$ cat src/rtl/riscv_pkg.sv
// Shared fetch-stage definitions: datapath widths, the PC step and the fetch FSM encoding.
package riscv_pkg;

    localparam int unsigned XLEN = 64;
    localparam int unsigned ILEN = 32;

    localparam logic [XLEN-1:0] PC_INCR = XLEN'(4);

    typedef enum logic [1:0] {
        IDLE,
        RUN,
        HALT
    } fetch_state_t;

    // Instructions are 4-byte aligned; any low address bit set is a fault.
    function automatic logic is_misaligned(input logic [XLEN-1:0] addr);
        return addr[1:0] != 2'b00;
    endfunction

endpackage

$ cat src/rtl/instruction_fetch_if.sv
// Valid/ready handshake carrying one fetched instruction and its PC towards decode.
interface instruction_fetch_if;
    import riscv_pkg::*;

    logic            fetch_valid;
    logic            fetch_ready;
    logic [ILEN-1:0] fetch_instr;
    logic [XLEN-1:0] fetch_pc;

    modport master (
        output fetch_valid,
        output fetch_instr,
        output fetch_pc,
        input  fetch_ready
    );

    modport slave (
        input  fetch_valid,
        input  fetch_instr,
        input  fetch_pc,
        output fetch_ready
    );

endinterface

$ cat src/rtl/fetch_pc_gen.sv
// Program counter register with redirect / sequential / hold selection and target alignment check.
module fetch_pc_gen
    import riscv_pkg::*;
#(
    parameter logic [XLEN-1:0] RESET_PC = '0
) (
    input  logic            clk,
    input  logic            rst,
    input  logic            redirect,
    input  logic [XLEN-1:0] redirect_pc,
    input  logic            advance,
    output logic [XLEN-1:0] pc,
    output logic            target_misaligned
);

    logic [XLEN-1:0] pc_q;
    logic [XLEN-1:0] pc_d;

    // Redirect outranks sequential advance; the sum wraps naturally at 2^XLEN.
    always_comb begin
        pc_d = pc_q;
        if (redirect) begin
            pc_d = redirect_pc;
        end else if (advance) begin
            pc_d = pc_q + PC_INCR;
        end
    end

    always_ff @(posedge clk) begin
        if (rst) begin
            pc_q <= RESET_PC;
        end else begin
            pc_q <= pc_d;
        end
    end

    assign pc                = pc_q;
    assign target_misaligned = is_misaligned(redirect_pc);

endmodule

$ cat src/rtl/instruction_fetch.sv
// Fetch stage top: sequencing FSM, decode-facing output register and accepted-transfer counter.
module instruction_fetch
    import riscv_pkg::*;
#(
    parameter logic [XLEN-1:0] RESET_PC = '0
) (
    input  logic                clk,
    input  logic                rst,
    output logic [XLEN-1:0]     imem_addr,
    input  logic [3:0][7:0]     imem_instr,
    input  logic                redirect_valid,
    input  logic [XLEN-1:0]     redirect_pc,
    instruction_fetch_if.master fetch,
    output logic                fetch_misaligned,
    output logic [XLEN-1:0]     fetch_count
);

    fetch_state_t    state_q;
    fetch_state_t    state_d;
    logic            valid_q;
    logic [ILEN-1:0] instr_q;
    logic [XLEN-1:0] out_pc_q;
    logic [XLEN-1:0] count_q;
    logic [XLEN-1:0] pc;
    logic            target_misaligned;
    logic            redirect_take;
    logic            capture;
    logic            transfer;

    fetch_pc_gen #(
        .RESET_PC (RESET_PC)
    ) u_pc_gen (
        .clk               (clk),
        .rst               (rst),
        .redirect          (redirect_take),
        .redirect_pc       (redirect_pc),
        .advance           (capture),
        .pc                (pc),
        .target_misaligned (target_misaligned)
    );

    always_comb begin
        state_d       = state_q;
        redirect_take = 1'b0;
        capture       = 1'b0;
        unique case (state_q)
            IDLE: begin
                state_d = RUN;
            end
            RUN: begin
                if (redirect_valid) begin
                    redirect_take = 1'b1;
                    state_d       = target_misaligned ? HALT : RUN;
                end else begin
                    // Refill whenever the register is empty or being drained this cycle.
                    capture = !valid_q || fetch.fetch_ready;
                end
            end
            HALT: begin
                if (redirect_valid) begin
                    redirect_take = 1'b1;
                    state_d       = target_misaligned ? HALT : RUN;
                end
            end
            default: begin
                state_d = IDLE;
            end
        endcase
    end

    // A redirect squashes the held entry, so it is never counted as a transfer.
    assign transfer = valid_q && fetch.fetch_ready && !redirect_take;

    always_ff @(posedge clk) begin
        if (rst) begin
            state_q  <= IDLE;
            valid_q  <= 1'b0;
            instr_q  <= '0;
            out_pc_q <= '0;
            count_q  <= '0;
        end else begin
            state_q <= state_d;
            if (redirect_take) begin
                valid_q <= 1'b0;
            end else if (capture) begin
                valid_q  <= 1'b1;
                instr_q  <= {imem_instr[3], imem_instr[2], imem_instr[1], imem_instr[0]};
                out_pc_q <= pc;
            end else if (transfer) begin
                valid_q <= 1'b0;
            end
            if (transfer) begin
                count_q <= count_q + XLEN'(1);
            end
        end
    end

    assign imem_addr         = pc;
    assign fetch.fetch_valid = valid_q;
    assign fetch.fetch_instr = instr_q;
    assign fetch.fetch_pc    = out_pc_q;
    assign fetch_misaligned  = (state_q == HALT);
    assign fetch_count       = count_q;

endmodule

$ cat src/flat_wrapper.sv
// flat-port wrapper written by rule: the top's interface ports become plain ports
module instruction_fetch_flat import riscv_pkg::*;
#(
    parameter logic [XLEN-1:0] RESET_PC = '0
)
  (clk, rst, imem_addr, imem_instr, redirect_valid, redirect_pc, fetch_misaligned, fetch_count, fetch_fetch_valid, fetch_fetch_instr, fetch_fetch_pc, fetch_fetch_ready);
  instruction_fetch_if fetch_i ();
  input  logic clk;
  input  logic rst;
  output logic [XLEN-1:0] imem_addr;
  input  logic [3:0][7:0] imem_instr;
  input  logic redirect_valid;
  input  logic [XLEN-1:0] redirect_pc;
  output logic fetch_misaligned;
  output logic [XLEN-1:0] fetch_count;
  output wire logic [$bits(fetch_i.fetch_valid)-1:0] fetch_fetch_valid;
  output wire logic [$bits(fetch_i.fetch_instr)-1:0] fetch_fetch_instr;
  output wire logic [$bits(fetch_i.fetch_pc)-1:0] fetch_fetch_pc;
  input wire logic [$bits(fetch_i.fetch_ready)-1:0] fetch_fetch_ready;
  assign fetch_fetch_valid = fetch_i.fetch_valid;
  assign fetch_fetch_instr = fetch_i.fetch_instr;
  assign fetch_fetch_pc = fetch_i.fetch_pc;
  assign fetch_i.fetch_ready = fetch_fetch_ready;
  instruction_fetch #(.RESET_PC(RESET_PC)) u_core (.clk(clk), .rst(rst), .imem_addr(imem_addr), .imem_instr(imem_instr), .redirect_valid(redirect_valid), .redirect_pc(redirect_pc), .fetch(fetch_i), .fetch_misaligned(fetch_misaligned), .fetch_count(fetch_count));
endmodule
$ cat config.mk
export PLATFORM = sky130hd
export DESIGN_NAME = instruction_fetch_flat
export DESIGN_NICKNAME = d
export VERILOG_FILES = /design/src/rtl/riscv_pkg.sv /design/src/rtl/instruction_fetch_if.sv /design/src/rtl/fetch_pc_gen.sv /design/src/rtl/instruction_fetch.sv /design/src/flat_wrapper.sv
export SDC_FILE = /design/constraint.sdc
export NUM_CORES = 1
export LEC_CHECK = 0
export CAP_MARGIN = 10
export CORE_ASPECT_RATIO = 2
export CORE_UTILIZATION = 40
export DETAILED_ROUTE_END_ITERATION = 8
export PLACE_DENSITY = 0.8
export SLEW_MARGIN = 15
export SYNTH_ARGS = -nofsm -noshare
export SYNTH_HDL_FRONTEND = slang
export SYNTH_SLANG_ARGS = --single-unit
$ cat constraint.sdc
create_clock -name clk -period 3.21 [get_ports clk]
set_input_delay 0.642 -clock clk [delete_from_list [all_inputs] [get_ports clk]]
set_output_delay 0.642 -clock clk [all_outputs]
set_load 0.01 [all_outputs]
==> impl_metrics.env, run 1 <==
export IMPL_pwr_share_clk_pct=38.0
export IMPL_seq_area_frac_synth_pct=42.65
export IMPL_grt_max_degree=160
export IMPL_drtIter0Drc=1080
export IMPL_cts_hold_buffers=0
export IMPL_cp_slowest_stage_delay_ns=0.46
export IMPL_clk_latency_ns=0.53
export IMPL_grt_pass1_wl_um=59310
export IMPL_syn_avg_cell_area_um2=7.887
export IMPL_final_layout_size_suffix_gt1_share_pct=7.053
export IMPL_ys_top_cells_by_count="nand2_1 (279), dfxtp_1 (227), a21oi_1 (159), clkbuf_1 (72), nor2_1 (65)"
export IMPL_tritoncts="yes"
export IMPL_synth_top_area_share_pct=42.65
export IMPL_p_leak_nw=4.744
export IMPL_synth_distinct_cells=65
export IMPL_period_share_pct=83.10
export IMPL_ys_top_cells_by_area="dfxtp_1 (43%), nand2_1 (9.8%), a21oi_1 (7.5%)"
export IMPL_cts_root_buf="clkbuf_16"
export IMPL_nFillCells=2388
export IMPL_setup_violations_final=0
export IMPL_setup_ws_ns=0.5426
export IMPL_syn_area_mm2=0.01066
export IMPL_drc=0
export IMPL_post_place_ws_ns=0.2152
export IMPL_synthFlopType="dfxtp_1"
export IMPL_cpMostUsedCell="buf_4"
export IMPL_ant_nets=0
export IMPL_worstMarginPinSlew_ns=0.9397
export IMPL_hp_class="flip-flop to flip-flop"
export IMPL_clock_path_buffers=3
export IMPL_power_share_sequential_pct=43.2
export IMPL_final_hold_viol_count=0
export IMPL_critPathKind="flip-flop to flip-flop"
export IMPL_io_pins=326
export IMPL_dpl_hpwl_um=27970
export IMPL_antenna_found_initial=1
export IMPL_ys_warn_count=0
export IMPL_nNetsFinal=1765
export IMPL_cp_start_kind="flip-flop"
export IMPL_die_x_um=117.4
export IMPL_finalMaxSlewViolations=0
export IMPL_switching_share_pct=28.87
export IMPL_p_int_mw=5.328
export IMPL_initial_core_util_pct=40.55
export IMPL_port_buffers=325
export IMPL_async_flop_share_pct=0
export IMPL_synth_most_common_cell="nand2_1"
export IMPL_num_vias=11690
export IMPL_synth_edf_count=0
export IMPL_post_cts_setup_buffers=0
export IMPL_clock_fmax_mhz=374.9
export IMPL_grt_ovfl_total=0
export IMPL_irDropWorstVdd_mv=0.4330
export IMPL_fin_util_pct=57.84
export IMPL_p_switching_mw=2.162
export IMPL_slowest_stage="dfxtp_1"
export IMPL_cp_arrival_ns=3.12
export IMPL_firstDrtPassIters=5
export IMPL_cp_top_family="simple AND/OR/NAND/NOR gates"
export IMPL_cp_num_buf_inv=2
export IMPL_cts_max_level=1
export IMPL_fin_crit_ns=2.667
export IMPL_yosysTopAreaCell="dfxtp_1"
export IMPL_rows=84
export IMPL_hold_slack_ns=0.4513
export IMPL_clkTransAtPathRegs_ns=0.07
export IMPL_coreArea_mm2=0.02628
export IMPL_rsz0062_at_grt="false"
export IMPL_area_growth_syn_to_layout_pct=42.63
export IMPL_powerDensity_mw_per_mm2=492.8
export IMPL_required_ns=3.66
export IMPL_crit_path_max_fanout=19
export IMPL_cts_resized=0
export IMPL_syn_nets=1457
export IMPL_grt_usage_pct=27.17
export IMPL_skew_ns=0.008567
export IMPL_tns_ns=0
export IMPL_grt_pass1_vias=11080
export IMPL_routed_wl_um=38590
export IMPL_power_share_combinational_pct=18.8
export IMPL_vias_per_cell=5.794
export IMPL_die_y_um=232.8
export IMPL_die_area_mm2=0.02733
export IMPL_clock_sinks=227
export IMPL_relSlewSlack_pct=37.22
export IMPL_syn_inst=1351
export IMPL_status="finished, final reports clean"
export IMPL_drv_cap=0
export IMPL_crit_chain="nand4_1 > nor4_1 > buf_4 > nand3_1 > buf_4 > or4_1 > a21oi_1"
export IMPL_ys_ff_latch=227
export IMPL_cp_end_kind="flip-flop"
export IMPL_place_congestion=0.9273
export IMPL_cts_made_buffers=22
export IMPL_wl_per_cell_um=19.12
-- worst min-delay path, cell delays in order, from the launching register on --
cell and delay (ns):
dfxtp_1 0.31, nand2_1 0.05, a21oi_1 0.05
-- metal layers --
layer / track usage, % / vias up / part of all wire [%]
li1: - / 5547 / -
met1: 27.98 / 5510 / 36
met2: 50.15 / 491 / 52
met3: 4.216 / 145 / 5.7
met4: 18.55 / 0 / 6.6
met5: 0 / - / 0
-- metrics by stage --
stage | total power, mW | instance area [µm²] | std cells
after global placement | 4.663 | 14430 | 1979
after floorplan | 3.897 | 10660 | 1351
final | 7.490 | 15200 | 2018
after detailed placement | 4.696 | 14430 | 1979
after global routing | 7.764 | 15200 | 2018
after CTS | 7.527 | 15190 | 2017
-- cells by family (layout without fill, tap and decap cells) --
group                      count (synthesis)  in the layout  share of synthesized area [%]
AOI/OAI and AO/OA                        338            338                          18.89
xor gates and xnor gates                  26             26                          2.137
adders and majority gates                  6              6                         0.7045
buffers and inverters                    109            431                          3.945
DFF                                      227            227                          42.65
muxes                                      4              4                         0.4227
other                                      0              1                              0
and+or+nand+nor                          641            641                          31.25
-- power groups by stage --
stage | logic (mW) | registers (mW) | clock network [mW]
6_report | 1.41 | 3.24 | 2.85
5_1_grt | 1.51 | 3.27 | 2.99
4_1_cts | 1.41 | 3.23 | 2.89
3_5_place_dp | 1.40 | 3.30 | 0
3_3_place_gp | 1.38 | 3.29 | 0
2_1_floorplan | 0.588 | 3.31 | 0
-- state kept, by name, summed over array words and instances (netlist names) --
signal,cells
u_core.u_pc_gen.pc,64
u_core.fetch.fetch_valid,1
u_core.state_q,2
u_core.fetch.fetch_pc,64
u_core.fetch.fetch_instr,32
u_core.fetch_count,64
-- final cells by class --
| class | count | area (µm²) | area share, % |
|---|---|---|---|
| tap | 344 | 430.4 | 2.832 |
| clock buffer | 31 | 625.6 | 4.117 |
| sequential | 227 | 4544 | 29.90 |
| timing repair buffer | 374 | 3672 | 24.16 |
| clock inverter | 7 | 141.4 | 0.9303 |
| inverter | 19 | 71.32 | 0.4693 |
| multi-input combinational | 1015 | 5709 | 37.57 |
| antenna | 1 | 2.502 | 0.01647 |
-- final timing paths --
check	slack, ns	start	end	cells past startpoint
worst max-delay path	0.54	u_core.fetch_count[11]$_SDFFE_PP0P_	u_core.fetch_count[39]$_SDFFE_PP0P_	7
worst min-delay path	0.45	u_core.fetch.fetch_pc[50]$_SDFFE_PP0P_	u_core.fetch.fetch_pc[50]$_SDFFE_PP0P_	2
worst max register to register	0.54	u_core.fetch_count[11]$_SDFFE_PP0P_	u_core.fetch_count[39]$_SDFFE_PP0P_	7
worst min register to register	0.45	u_core.fetch.fetch_pc[50]$_SDFFE_PP0P_	u_core.fetch.fetch_pc[50]$_SDFFE_PP0P_	2
-- cell usage in the layout, fill, tap and decap left out, types with 8 or more instances in the layout --
cell,instances
nand4_1,62
nand2_1,277
o31ai_1,43
and3_1,13
and4_1,10
dfxtp_1,227
clkbuf_16,23
o21ai_0,46
buf_4,45
nand3_1,60
or4_1,51
inv_1,19
a21oi_1,159
or2_2,8
or3_1,24
a31oi_1,38
xor2_1,19
nor4_1,17
nor3_1,13
nor2_1,64
clkdlybuf4s50_1,324
a22oi_1,8
Note: power is estimated with default switching activity, not from simulation.
==> run 2: changes to the inputs <==
clock period = 2.7 ns   (was 3.21 ns; I/O delays follow)
==> run 2 against run 1 <==
Against the previous run:
- clock skew rose by 0.00080 ns
- core utilization rose by 1.7 points
- worst hold slack got worse by 0.0064 ns
- largest power group unchanged
==> impl_metrics.env, run 2 (synthesis gave the netlist of run 1 again) <==
export IMPL_status="finished, final reports clean"
export IMPL_cts_hold_buffers=0
export IMPL_finalMaxSlewViolations=0
export IMPL_fin_crit_ns=2.501
export IMPL_final_hold_viol_count=0
export IMPL_final_cell_mix="clkdlybuf4s50_1 (324), nand2_1 (277), dfxtp_1 (227)"
export IMPL_num_vias=12000
export IMPL_grt_pass1_vias=11580
export IMPL_drc=0
export IMPL_nNetsFinal=1824
export IMPL_crit_path_max_fanout=9
export IMPL_coreArea_mm2=0.02628
export IMPL_routed_wl_um=39300
export IMPL_switching_share_pct=29.66
export IMPL_port_buffers=325
export IMPL_setup_violations_final=0
export IMPL_irDropWorstVdd_mv=0.4696
export IMPL_skew_ns=0.009365
export IMPL_io_pins=326
export IMPL_ant_nets=0
export IMPL_critPathKind="flip-flop to flip-flop"
export IMPL_drtIter0Drc=836
export IMPL_cp_start_kind="flip-flop"
export IMPL_relSlewSlack_pct=54.06
export IMPL_clock_sinks=227
export IMPL_cts_max_level=1
export IMPL_required_ns=3.16
export IMPL_p_int_mw=6.236
export IMPL_cts_root_buf="clkbuf_16"
export IMPL_tritoncts="yes"
export IMPL_dpl_hpwl_um=29380
export IMPL_fin_area_mm2=0.01566
export IMPL_clock_path_buffers=3
export IMPL_p_switching_mw=2.629
export IMPL_firstDrtPassIters=7
export IMPL_tns_ns=0
export IMPL_crit_chain="nand3_2 > nor4_4 > nand3_1 > or4_1 > a31oi_1"
export IMPL_cp_end_kind="flip-flop"
export IMPL_initial_core_util_pct=40.55
export IMPL_powerDensity_mw_per_mm2=566.3
export IMPL_grt_max_degree=150
export IMPL_pwr_share_clk_pct=36.0
export IMPL_power_share_sequential_pct=43.0
export IMPL_die_x_um=117.4
export IMPL_final_common_cell="clkdlybuf4s50_1"
export IMPL_slowest_stage="or4_1"
export IMPL_worstMarginPinSlew_ns=0.6891
export IMPL_post_cts_setup_buffers=0
export IMPL_place_area_mm2=0.01492
export IMPL_cts_made_buffers=22
export IMPL_rsz0062_at_grt="false"
export IMPL_p_leak_nw=5.032
export IMPL_final_cells=2080
export IMPL_hold_slack_ns=0.4449
export IMPL_die_y_um=232.8
export IMPL_vias_per_cell=5.770
export IMPL_power_share_combinational_pct=21.0
export IMPL_wl_per_cell_um=18.89
export IMPL_period_share_pct=92.64
export IMPL_cp_slowest_stage_delay_ns=0.51
export IMPL_hp_class="input pin to flip-flop"
export IMPL_antenna_found_initial=2
export IMPL_dp_cells=2038
export IMPL_rows=84
export IMPL_die_area_mm2=0.02733
export IMPL_final_layout_size_suffix_gt1_share_pct=10.50
export IMPL_drv_cap=0
export IMPL_cts_resized=0
export IMPL_clkTransAtPathRegs_ns=0.07
export IMPL_grt_pass1_wl_um=60370
export IMPL_cp_arrival_ns=2.96
export IMPL_grt_ovfl_total=0
export IMPL_place_congestion=0.9596
export IMPL_clk_latency_ns=0.54
export IMPL_report_power_total_mw=8.865
export IMPL_grt_usage_pct=27.62
export IMPL_clock_fmax_mhz=399.8
export IMPL_area_growth_syn_to_layout_pct=46.92
## run 2: layer usage
| metal | part of all wire (%) | vias up | track usage, % |
|---|---|---|---|
| li1 | - | 5684 | - |
| met4 | 6.5 | 0 | 19.85 |
| met2 | 53 | 521 | 51.18 |
| met5 | 0 | - | 0 |
| met3 | 5.6 | 138 | 4.828 |
| met1 | 35 | 5658 | 27.57 |
## run 2: power groups by stage
| stage | Combinational (mW) | Clock [mW] | Sequential [mW] |
|---|---|---|---|
| floorplan | 0.699 | 0 | 3.93 |
| global placement | 1.82 | 0 | 3.87 |
| finish | 1.86 | 3.19 | 3.81 |
| CTS | 1.86 | 3.23 | 3.80 |
| detailed placement | 1.85 | 0 | 3.88 |
| global route | 1.99 | 3.39 | 3.83 |
## run 2: critical path, delay by kind of cell, from the launching register on
family           cells  cell delay (ns)
AO/OA/AOI/OAI        1             0.21
flip-flops           1             0.50
AND/OR/NAND/NOR      4             1.72
## run 2: final timing paths
path                                          start  cells after the start  slack [ns]                                      to
min reg2reg  u_core.fetch.fetch_pc[57]$_SDFFE_PP0P_                      2        0.45  u_core.fetch.fetch_pc[57]$_SDFFE_PP0P_
min                                             rst                      2        0.44     u_core.u_pc_gen.pc[48]$_SDFFE_PP0P_
max              u_core.u_pc_gen.pc[7]$_SDFFE_PP0P_                      5        0.20     u_core.u_pc_gen.pc[50]$_SDFFE_PP0P_
max reg2reg      u_core.u_pc_gen.pc[7]$_SDFFE_PP0P_                      5        0.20     u_core.u_pc_gen.pc[50]$_SDFFE_PP0P_
## run 2: cell type report
| cell class | count | area (µm²) |
|---|---|---|
| repair buffers | 433 | 4165 |
| diodes | 2 | 5.005 |
| fillers | 2342 | 10620 |
| clock buffers | 27 | 600.6 |
| flip-flops and latches | 227 | 4544 |
| clock inverters | 13 | 128.9 |
| inverters | 19 | 71.32 |
| multi-input cells | 1015 | 5709 |
| well taps | 344 | 430.4 |
## run 2: per-stage QoR
stage          worst slack, ns  util [%]
2_1_floorplan           0.2595         -
5_1_grt                0.06666     59.58
3_5_place_dp           0.01141     56.79
3_3_place_gp           0.01114     56.79
6_report                0.1988     59.58
4_1_cts                 0.2117     59.56
